$ cat src/rtl/led_frame_pkg.sv
// Shared constants and state encoding for the APA102 frame scheduler.
package led_frame_pkg;

    localparam logic [31:0] START_WORD = 32'h0000_0000;
    localparam logic [31:0] END_WORD   = 32'hFFFF_FFFF;
    localparam logic [2:0]  LED_HDR    = 3'b111;

    typedef enum logic [2:0] {
        IDLE,
        ARB,
        START,
        FETCH,
        PIXEL,
        END,
        DONE
    } sched_state_t;

    function automatic logic [31:0] led_word(input logic [28:0] pix);
        return {LED_HDR, pix};
    endfunction

endpackage

$ cat src/rtl/led_frame_scheduler_if.sv
// Strand request, pixel fetch and strand pin bundle of the frame scheduler.
interface led_frame_scheduler_if #(
    parameter int NSTRAND = 6,
    parameter int LEDW    = 4
);
    localparam int SW = (NSTRAND > 1) ? $clog2(NSTRAND) : 1;

    logic [NSTRAND-1:0]      frame_req;
    logic [NSTRAND*LEDW-1:0] led_cnt;
    logic                    pix_req;
    logic [SW-1:0]           pix_strand;
    logic [LEDW-1:0]         pix_index;
    logic                    pix_valid;
    logic [28:0]             pix_data;
    logic                    sck;
    logic [NSTRAND-1:0]      mosi;
    logic                    busy;
    logic                    frame_done;
    logic [SW-1:0]           done_strand;

    modport master (
        input  frame_req, led_cnt, pix_valid, pix_data,
        output pix_req, pix_strand, pix_index, sck, mosi, busy, frame_done, done_strand
    );

    modport slave (
        output frame_req, led_cnt, pix_valid, pix_data,
        input  pix_req, pix_strand, pix_index, sck, mosi, busy, frame_done, done_strand
    );
endinterface

$ cat src/rtl/apa102_word_shifter.sv
// Serializes one 32-bit word MSB first: CLKDIV cycles sck low, CLKDIV cycles high, per bit.
module apa102_word_shifter #(
    parameter int CLKDIV = 64
) (
    input  logic        clk,
    input  logic        reset,
    input  logic        i_load,
    input  logic [31:0] i_word,
    output logic        o_sck,
    output logic        o_bit,
    output logic        o_word_done
);
    localparam int DW = (CLKDIV > 1) ? $clog2(CLKDIV) : 1;

    logic          r_active;
    logic          r_sck;
    logic [DW-1:0] r_div;
    logic [4:0]    r_bit;
    logic [31:0]   r_sh;
    logic          w_div_end;

    assign w_div_end   = (r_div == DW'(CLKDIV - 1));
    // Combinational so the next word can be loaded with no idle gap on the strand
    assign o_word_done = r_active && r_sck && w_div_end && (r_bit == 5'd0);
    assign o_sck       = r_sck;
    assign o_bit       = r_active && r_sh[31];

    always_ff @(posedge clk or posedge reset) begin
        if (reset) begin
            r_active <= 1'b0;
            r_sck    <= 1'b0;
            r_div    <= '0;
            r_bit    <= '0;
        end else if (i_load) begin
            r_active <= 1'b1;
            r_sck    <= 1'b0;
            r_div    <= '0;
            r_bit    <= 5'd31;
        end else if (r_active) begin
            if (w_div_end) begin
                r_div <= '0;
                r_sck <= ~r_sck;
                if (r_sck) begin
                    if (r_bit == 5'd0) r_active <= 1'b0;
                    else               r_bit    <= r_bit - 1'b1;
                end
            end else begin
                r_div <= r_div + 1'b1;
            end
        end
    end

    always_ff @(posedge clk) begin
        if (i_load)                          r_sh <= i_word;
        else if (r_active && r_sck && w_div_end) r_sh <= {r_sh[30:0], 1'b0};
    end
endmodule

$ cat src/rtl/led_frame_scheduler.sv
// Round-robin arbiter sharing one APA102 serializer among NSTRAND strands,
// fetching pixels on demand between the start and end words.
module led_frame_scheduler
    import led_frame_pkg::*;
#(
    parameter int NSTRAND = 6,
    parameter int LEDW    = 4,
    parameter int CLKDIV  = 64
) (
    input logic clk,
    input logic reset,
    led_frame_scheduler_if.master bus
);
    localparam int SW = (NSTRAND > 1) ? $clog2(NSTRAND) : 1;

    sched_state_t       r_state, w_next;
    logic [NSTRAND-1:0] r_pending, w_clr, w_mosi;
    logic [SW-1:0]      r_rr_ptr, r_grant, w_grant;
    logic [LEDW-1:0]    r_cnt, r_idx, w_idx_next, w_cnt_sel;
    logic               w_last, w_load, w_word_done, w_bit, w_sck;
    logic [31:0]        w_load_word;
    logic               w_pix_req, w_busy, w_frame_done;
    logic [SW-1:0]      w_done_strand;

    // First pending strand at or after ptr, wrapping modulo NSTRAND
    function automatic logic [SW-1:0] rr_pick(input logic [NSTRAND-1:0] pend,
                                              input logic [SW-1:0] ptr);
        logic [SW-1:0] pick;
        int            idx;
        pick = ptr;
        for (int k = NSTRAND - 1; k >= 0; k--) begin
            idx = (int'(ptr) + k) % NSTRAND;
            if (pend[idx]) pick = SW'(idx);
        end
        return pick;
    endfunction

    assign w_grant    = rr_pick(r_pending, r_rr_ptr);
    assign w_idx_next = r_idx + 1'b1;
    assign w_last     = (w_idx_next == r_cnt);

    always_comb begin
        w_cnt_sel = '0;
        for (int i = 0; i < NSTRAND; i++) begin
            w_clr[i]  = (r_state == ARB) && (w_grant == SW'(i));
            w_mosi[i] = w_bit && (r_grant == SW'(i));
            if (w_grant == SW'(i)) w_cnt_sel = bus.led_cnt[i*LEDW +: LEDW];
        end
    end

    always_ff @(posedge clk or posedge reset) begin
        if (reset) begin
            r_pending <= '0;
            r_rr_ptr  <= '0;
            r_grant   <= '0;
            r_cnt     <= '0;
            r_idx     <= '0;
        end else begin
            // A request arriving in the grant cycle re-queues the strand
            r_pending <= (r_pending & ~w_clr) | bus.frame_req;
            if (r_state == ARB) begin
                r_grant  <= w_grant;
                r_rr_ptr <= (w_grant == SW'(NSTRAND - 1)) ? '0 : w_grant + 1'b1;
                r_cnt    <= w_cnt_sel;
                r_idx    <= '0;
            end else if (r_state == PIXEL && w_word_done && !w_last) begin
                r_idx <= w_idx_next;
            end
        end
    end

    always_ff @(posedge clk or posedge reset) begin
        if (reset) r_state <= IDLE;
        else       r_state <= w_next;
    end

    always_comb begin
        w_next = r_state;
        case (r_state)
            IDLE:    if (|r_pending) w_next = ARB;
            ARB:     w_next = START;
            START:   if (w_word_done) w_next = (r_cnt == '0) ? END : FETCH;
            FETCH:   if (bus.pix_valid) w_next = PIXEL;
            PIXEL:   if (w_word_done) w_next = w_last ? END : FETCH;
            END:     if (w_word_done) w_next = DONE;
            DONE:    w_next = IDLE;
            default: w_next = IDLE;
        endcase
    end

    always_comb begin
        w_load        = 1'b0;
        w_load_word   = START_WORD;
        w_pix_req     = (r_state == FETCH);
        w_busy        = (r_state != IDLE) && (r_state != DONE);
        w_frame_done  = (r_state == DONE);
        w_done_strand = (r_state == DONE) ? r_grant : '0;
        case (r_state)
            ARB: w_load = 1'b1;
            START: if (w_word_done && r_cnt == '0) begin
                w_load      = 1'b1;
                w_load_word = END_WORD;
            end
            FETCH: if (bus.pix_valid) begin
                w_load      = 1'b1;
                w_load_word = led_word(bus.pix_data);
            end
            PIXEL: if (w_word_done && w_last) begin
                w_load      = 1'b1;
                w_load_word = END_WORD;
            end
            default: ;
        endcase
    end

    apa102_word_shifter #(.CLKDIV(CLKDIV)) u_shifter (
        .clk         (clk),
        .reset       (reset),
        .i_load      (w_load),
        .i_word      (w_load_word),
        .o_sck       (w_sck),
        .o_bit       (w_bit),
        .o_word_done (w_word_done)
    );

    assign bus.pix_req     = w_pix_req;
    assign bus.pix_strand  = r_grant;
    assign bus.pix_index   = r_idx;
    assign bus.sck         = w_sck;
    assign bus.mosi        = w_mosi;
    assign bus.busy        = w_busy;
    assign bus.frame_done  = w_frame_done;
    assign bus.done_strand = w_done_strand;
endmodule

$ cat src/flat_wrapper.sv
// flat-port wrapper written by rule: the top's interface ports become plain ports
module led_frame_scheduler_flat import led_frame_pkg::*;
#(
    parameter int NSTRAND = 6,
    parameter int LEDW    = 4,
    parameter int CLKDIV  = 64
)
  (clk, reset, bus_frame_req, bus_led_cnt, bus_pix_valid, bus_pix_data, bus_pix_req, bus_pix_strand, bus_pix_index, bus_sck, bus_mosi, bus_busy, bus_frame_done, bus_done_strand);
  led_frame_scheduler_if #(.NSTRAND(NSTRAND), .LEDW(LEDW)) bus_i ();
  input logic clk;
  input logic reset;
  input wire logic [$bits(bus_i.frame_req)-1:0] bus_frame_req;
  input wire logic [$bits(bus_i.led_cnt)-1:0] bus_led_cnt;
  input wire logic [$bits(bus_i.pix_valid)-1:0] bus_pix_valid;
  input wire logic [$bits(bus_i.pix_data)-1:0] bus_pix_data;
  output wire logic [$bits(bus_i.pix_req)-1:0] bus_pix_req;
  output wire logic [$bits(bus_i.pix_strand)-1:0] bus_pix_strand;
  output wire logic [$bits(bus_i.pix_index)-1:0] bus_pix_index;
  output wire logic [$bits(bus_i.sck)-1:0] bus_sck;
  output wire logic [$bits(bus_i.mosi)-1:0] bus_mosi;
  output wire logic [$bits(bus_i.busy)-1:0] bus_busy;
  output wire logic [$bits(bus_i.frame_done)-1:0] bus_frame_done;
  output wire logic [$bits(bus_i.done_strand)-1:0] bus_done_strand;
  assign bus_i.frame_req = bus_frame_req;
  assign bus_i.led_cnt = bus_led_cnt;
  assign bus_i.pix_valid = bus_pix_valid;
  assign bus_i.pix_data = bus_pix_data;
  assign bus_pix_req = bus_i.pix_req;
  assign bus_pix_strand = bus_i.pix_strand;
  assign bus_pix_index = bus_i.pix_index;
  assign bus_sck = bus_i.sck;
  assign bus_mosi = bus_i.mosi;
  assign bus_busy = bus_i.busy;
  assign bus_frame_done = bus_i.frame_done;
  assign bus_done_strand = bus_i.done_strand;
  led_frame_scheduler #(.NSTRAND(NSTRAND), .LEDW(LEDW), .CLKDIV(CLKDIV)) u_core (.clk(clk), .reset(reset), .bus(bus_i));
endmodule
$ cat config.mk
export PLATFORM = sky130hd
export DESIGN_NAME = led_frame_scheduler_flat
export DESIGN_NICKNAME = d
export VERILOG_FILES = /design/src/rtl/led_frame_pkg.sv /design/src/rtl/led_frame_scheduler_if.sv /design/src/rtl/apa102_word_shifter.sv /design/src/rtl/led_frame_scheduler.sv /design/src/flat_wrapper.sv
export SDC_FILE = /design/constraint.sdc
export NUM_CORES = 1
export LEC_CHECK = 0
export CAP_MARGIN = 40
export CORE_ASPECT_RATIO = 0.7
export CORE_MARGIN = 3
export CORE_UTILIZATION = 50
export CTS_CLUSTER_DIAMETER = 100
export CTS_CLUSTER_SIZE = 14
export DETAILED_ROUTE_END_ITERATION = 12
export PLACE_DENSITY_LB_ADDON = 0.25
export RECOVER_POWER = 50
export SLEW_MARGIN = 20
export SYNTH_ARGS = -nofsm -noshare
export SYNTH_HDL_FRONTEND = slang
export SYNTH_SLANG_ARGS = --single-unit
$ cat constraint.sdc
create_clock -name clk -period 11 [get_ports clk]
set_clock_uncertainty 0.05 [all_clocks]
set_input_delay 1.65 -clock clk [delete_from_list [all_inputs] [get_ports clk]]
set_output_delay 1.65 -clock clk [all_outputs]
set_load 0.02 [all_outputs]
; ---- After elaboration in Yosys (flattened, before gate mapping)
; Index checks and enable logic that the tools add are counted.
[totals]
wordCells = 166
input_bits = 62
reg_bits = 68
[op_classes]
n_eq_ne = 25
bitwise_logic = 4
addsub = 9
order_cmp = 6
n_div = 6
n_mux = 68
reduce_logical = 37
[op_table]
columns = cell, count
row1 = 32-bit by 5-bit less-than comparator with 1-bit output (second input constant), 6
row2 = 32-bit by 4-bit modulo with 32-bit output (second input constant), 5
row3 = 32-bit 2-to-1 mux, 5
row4 = 32-bit one-hot mux with 3 select lines, 1
row5 = 3-bit 2-to-1 mux, 15
row6 = 4-bit by 4-bit modulo with 32-bit output (second input constant), 1
row7 = 4-bit 2-to-1 mux, 8
row8 = 5-bit 2-to-1 mux, 5
row9 = 1-bit 2-to-1 mux, 23
row10 = 3-bit equality test (second input constant), 7
row11 = 1-bit logical AND, 21
row12 = 1-bit binary-select mux with 3-bit select, 6
row13 = 3-bit by 2-bit equality test with 1-bit output (second input constant), 6
row14 = 6-bit 2-to-1 mux, 3
row15 = 3-bit one-hot mux with 6 select lines, 1
row16 = 2-bit nonzero test, 5
row17 = 3-bit by 1-bit equality test with 1-bit output (second input constant), 3
row18 = 3-bit logical NOT, 3
row19 = 3-bit by 2-bit adder with 4-bit output (second input constant), 2
row20 = 3-bit by 3-bit adder with 4-bit output (second input constant), 2
row21 = 2-bit by 1-bit inequality test with 1-bit output (second input constant), 4
row22 = 6-bit by 1-bit adder with 6-bit output (second input constant), 1
row23 = 6-bit AND, 1
row24 = 6-bit equality test (second input constant), 1
row25 = 19 further kinds, 20

; ---- Logic depth before layout (Yosys ltp)
[depth]
ltp_word = 18
mapped_depth = 22
ltp_nobuf = 20

; ---- Modules after synthesis
; Synthesis repeated with hierarchy kept, for this count alone.
[hier_totals]
cells_unflattened = 509
area_unflattened_um2 = 4908.5
[modules_own_cells]
columns = mod, cells_each, seq_area_each_um2, instances, area_each_um2
row1 = led_frame_scheduler, 363, 575.6, 1, 2829.0
row2 = apa102_word_shifter, 146, 1286.2, 1, 2079.5

; ---- Worst setup path before layout
; No wires, ideal clock.
[synth_path]
kind = register to register
start = reg u_core.r_rr_ptr[0]
end = reg u_core.r_cnt[2]
setup_ns = 0.126
arrival_time_ns = 5.086
setup_slack_ns = 5.738
stages_incl_launch_ff = 23
period_less_slack_ns = 5.262
path_cell_list = dfrtp_1 > buf_6 > buf_6 > clkbuf_1 > inv_1 > ha_1 > xnor2_4 > ha_1 > nor2b_1 > nand2_1 > a32o_1 > o311ai_2 > o21ai_2 > a21oi_2 > a21oi_2 > xnor2_1 > nor2_1 > ha_1 > and2_1 > a211o_1 > o32a_1 > o211a_1 > a221o_1
[synth_via]
elab_chain_cells = 18
elab_cells_between_ends = 47
classes_between = add/sub: 5 / div: 6 / eq/ne: 5 / mux: 30 / reduce/logical: 1
[synth_rtl]
columns = item, line
row1 = start: declaration, led_frame_scheduler.sv:18  ; logic [SW-1:0] r_rr_ptr, r_grant, w_grant;
row2 = start signal: assignment, led_frame_scheduler.sv:63  ; r_rr_ptr <= (w_grant == SW'(NSTRAND - 1)) ? '0 : w_grant + 1'b1;
row3 = 3-bit by 3-bit adder with 4-bit output, led_frame_scheduler.sv:32  ; idx = (int'(ptr) + k) % NSTRAND;
row4 = 32-bit by 4-bit modulo with 32-bit output, led_frame_scheduler.sv:32
row5 = 1-bit binary-select mux with 3-bit select, led_frame_scheduler.sv:33  ; if (pend[idx]) pick = SW'(idx);
row6 = 1-bit 2-to-1 mux (not written as such) (2 in a row), led_frame_scheduler.sv:33
row7 = 3-bit 2-to-1 mux (5 in a row), led_frame_scheduler.sv:33
row8 = 3-bit 2-to-1 mux (*), led_frame_scheduler.sv:33
row9 = 3-bit logical NOT, led_frame_scheduler.sv:47  ; if (w_grant == SW'(i)) w_cnt_sel = bus.led_cnt[i*LEDW +: LEDW];
row10 = 4-bit 2-to-1 mux (5 in a row), led_frame_scheduler.sv:47
row11 = 4-bit 2-to-1 mux (*), led_frame_scheduler.sv:47
row12 = end signal: assignment, led_frame_scheduler.sv:64  ; r_cnt <= w_cnt_sel;
row13 = end: declaration, led_frame_scheduler.sv:19  ; logic [LEDW-1:0] r_cnt, r_idx, w_idx_next, w_cnt_sel;
; Every way passes the cells marked *; elsewhere a longest branch is shown, timed or not. The select of a mux whose other input is x is not followed.
; A chain may end at the register's enable or synchronous reset.

; ---- Final worst setup path
[layout_path]
start = reg u_core.r_rr_ptr[2]
end = reg u_core.r_cnt[0]
; The elaborated chain is that of the path after synthesis.

==> impl_metrics.toml <==
[worst_setup_path]
critPathMaxStageDelay_ns = 0.77
cp_max_fo = 14
cp-start-kind = "register"
cp_common_cell = "ha_1"
required_ns = 11.17
worstSetupStartpoint = "u_core.r_rr_ptr[2]"
crit_slowest_cell = "dfrtp_1"
crit_arrival_ns = 6.35
cp_cell_sequence = "inv_1 > ha_1 > nand2_1 > nand2_1 > ha_1 > nor2b_1 > nor4b_1 > o21ai_1 > o211ai_1 > o2bb2ai_1 > a21oi_2 > a21oi_2 > xnor2_1 > nor2_1 > ha_1 > and2_1 > a211o_1 > o32a_1 > o211a_1 > a221o_1"
criticalPathCategory = "reg2reg"
r2r_start = "u_core.r_rr_ptr[2]"
crit_path_end_kind = "register"

[synth]
synth-main-ff-cell = "dfrtp_1"
postSynthAreaPerCell_um2 = 8.604
synth.distinct_cells = 78
async_reset_ff_frac = 0.5294
netlist_area_um2 = 5007
synth_nets = 662
seq_area_frac_synth = 0.3718
netlist_instances = 582
synth-edff-count = 32
ys_seq_elements = 68
yosys_warnings = 0

[layout]
nFillCells = 784
multi_input_comb_area_um2 = 2900
postLayoutCellArea_um2 = 6185
layout_commonest_cell = "nand2_1"
nets = 733
utilization = 0.6581
areaGrowthSynthToFinish_pct = 23.51
antennaDiodeCount = 0
fin_cells = 782
drive_gt1_frac = 0.07599
layout_common_cells = "nand2_1 (85), clkdlybuf4s50_1 (77), nand3_1 (75)"
ff_latch_area_um2 = 1862

[placement]
gp_congestion = 0.9552
io_buffers = 81
place_area_um2 = 5891
place_inst = 766
dpl.hpwl_um = 10470
preCtsSetupSlack_ns = 4.987

[power_and_ir_drop]
fin_total_pwr_mw = 0.6558
p_leak_nw = 2.417
vdd_drop_max_uv = 106.6
powerDensity_nw_per_um2 = 106.0

[route]
drc = 0
wl_per_cell_um = 18.48
ant_nets = 0
vias_per_cell = 6.197
wl_um = 14450
firstDrtPassIters = 5
via_count = 4846
drtIter0Drc = 486

[clock_network]
clock_sinks = 68
cts_resized = 0
cts_hold_buf = 0
post_cts_buffers = 0
root_buffer = "clkbuf_16"
clkTransAtPathRegs_ns = 0.06
clk_path_buf_depth = 2
cts_tree = "built"
numCtsBuffers = 9
clock_latency_ns = 0.33
htreeDepth = 3

[floorplanning]
die_w_um = 125.6
fp.coreArea_um2 = 9398
die_area_um2 = 11270
die_h_um = 89.73
rows = 29
num_io_pins = 82
initial_utilization = 0.5328

[sta]
period_share = 0.5623
max_slew.worst_pin.slew_ns = 2.017
fmax_mhz = 161.7
hold_viol_final = 0
fin_hold_ws_ns = 0.4805
min_period_ns = 6.185
fin_setup_tns_ns = 0
rsz0062_at_grt = "no"
max-slew-margin-rel = -0.3447
finalSetupViolCount = 0
slew_viol_final = 37
setup_ws_ns = 4.815

[global_routing]
antenna_found_initial = 0
grt_pass1_wl_um = 22910
grtUsageTotal = 0.2507
grt_max_degree = 53
grt.overflow.total = 0
grt_pass1_vias = 4493

[outcome]
outcome = "complete, but fails checks"
violations = "max-capacitance violations, max-slew violations"

[job]
maxCapViolCount = 1

[min_path]
min-delay-start = "u_core.u_shifter.r_sh[29]"
holdCritPathClass = "reg2reg"
## synthesized netlist by cell type (3+ instances only)
cell type	number	area [um2]
dfrtp_1	36	900.9
o31ai_1	4	30.03
a21oi_1	21	105.1
o21ai_0	22	110.1
a31oi_1	8	50.05
mux2i_1	10	100.1
inv_1	21	78.83
a221o_1	3	30.03
nor4_1	8	50.05
edfxtp_1	32	960.9
o21a_1	7	52.55
ha_1	18	225.2
nor3b_1	4	30.03
nand3_1	75	375.4
inv_2	3	11.26
and3_1	3	18.77
a211o_1	4	35.03
xor2_1	8	70.07
a22oi_1	5	37.54
or3_1	3	18.77
nor4b_1	3	26.28
a21boi_0	4	30.03
o211a_1	3	30.03
a221oi_1	3	26.28
nand2_1	85	319.1
nor2b_1	5	31.28
clkbuf_1	20	75.07
o21ai_1	3	15.01
and2_1	10	62.56
nand4_1	5	31.28
a21oi_2	4	35.03
nor2_1	39	146.4
buf_6	6	67.56
xnor2_1	9	78.83
nor3_1	16	80.08
a21o_1	9	67.56
o211ai_1	4	30.03
nand2b_1	5	31.28
## final timing paths
| path | end | slack (ns) | depth (start not counted) |
|---|---|---|---|
| setup reg to reg | u_core.r_cnt[0] | 4.81 | 20 |
| hold reg to reg | u_core.u_shifter.r_sh[30] | 0.48 | 2 |
| max in group asynchronous | u_core.r_state[1] | 7.31 | 3 |
| min in group asynchronous | u_core.u_shifter.o_sck | 2.43 | 3 |
| setup / recovery | u_core.r_cnt[0] | 4.81 | 20 |
| hold / removal | u_core.u_shifter.r_sh[30] | 0.48 | 2 |
## kinds of logic (layout without fill, tap and decap cells)
kind of cell | count (synthesis) | in the layout | synth area share
AO/OA/AOI/OAI | 133 | 133 | 0.1917
XOR/XNOR | 19 | 19 | 0.03848
adder cells (fa/ha/maj) | 18 | 18 | 0.04498
buffers and inverters | 53 | 129 | 0.04897
flip-flops | 68 | 68 | 0.3718
multiplexers | 13 | 13 | 0.02899
AND/OR/NAND/NOR | 278 | 278 | 0.2751
## where the power goes
part,internal [mW],total [mW],leakage (nW),switching [mW]
Combinational,0.0458,0.0973,1.70,0.0514
Sequential,0.266,0.269,0.576,0.00255
Clock,0.176,0.290,0.142,0.113
## worst max-delay path, delay by kind of cell, from the launching register on
kind	cells	cell delay, ns
and+or+nand+nor	6	1.13
xor gates and xnor gates	1	0.64
DFF	1	0.77
AOI/OAI and AO/OA	9	2.25
buffers and inverters	1	0.25
adders and majority gates	3	0.97
## state kept, by name (all words and copies together) (netlist names)
| signal | flops |
|---|---|
| u_core.bus.pix_index | 4 |
| u_core.r_pending | 6 |
| u_core.u_shifter.o_sck | 1 |
| u_core.r_state | 3 |
| u_core.u_shifter.r_active | 1 |
| u_core.bus.pix_strand | 3 |
| u_core.r_cnt | 4 |
| u_core.r_rr_ptr | 3 |
| u_core.u_shifter.r_sh | 32 |
| u_core.u_shifter.r_div | 6 |
| u_core.u_shifter.r_bit | 5 |
## layout make-up
class,count,area share
clock inverter,7,0.01234
tap,124,0.02509
clock buffer,9,0.03642
inverter,24,0.01457
sequential,68,0.3010
timing repair buffer,89,0.1416
multi-input combinational,461,0.4689
## per-layer routing
| layer | track usage | part of all wire |
|---|---|---|
| met5 | 0 | 0 |
| met4 | 0.05866 | 0.011 |
| met3 | 0.05687 | 0.096 |
| met2 | 0.3519 | 0.42 |
| met1 | 0.3902 | 0.47 |
Note: power is estimated with default switching activity, not from simulation.
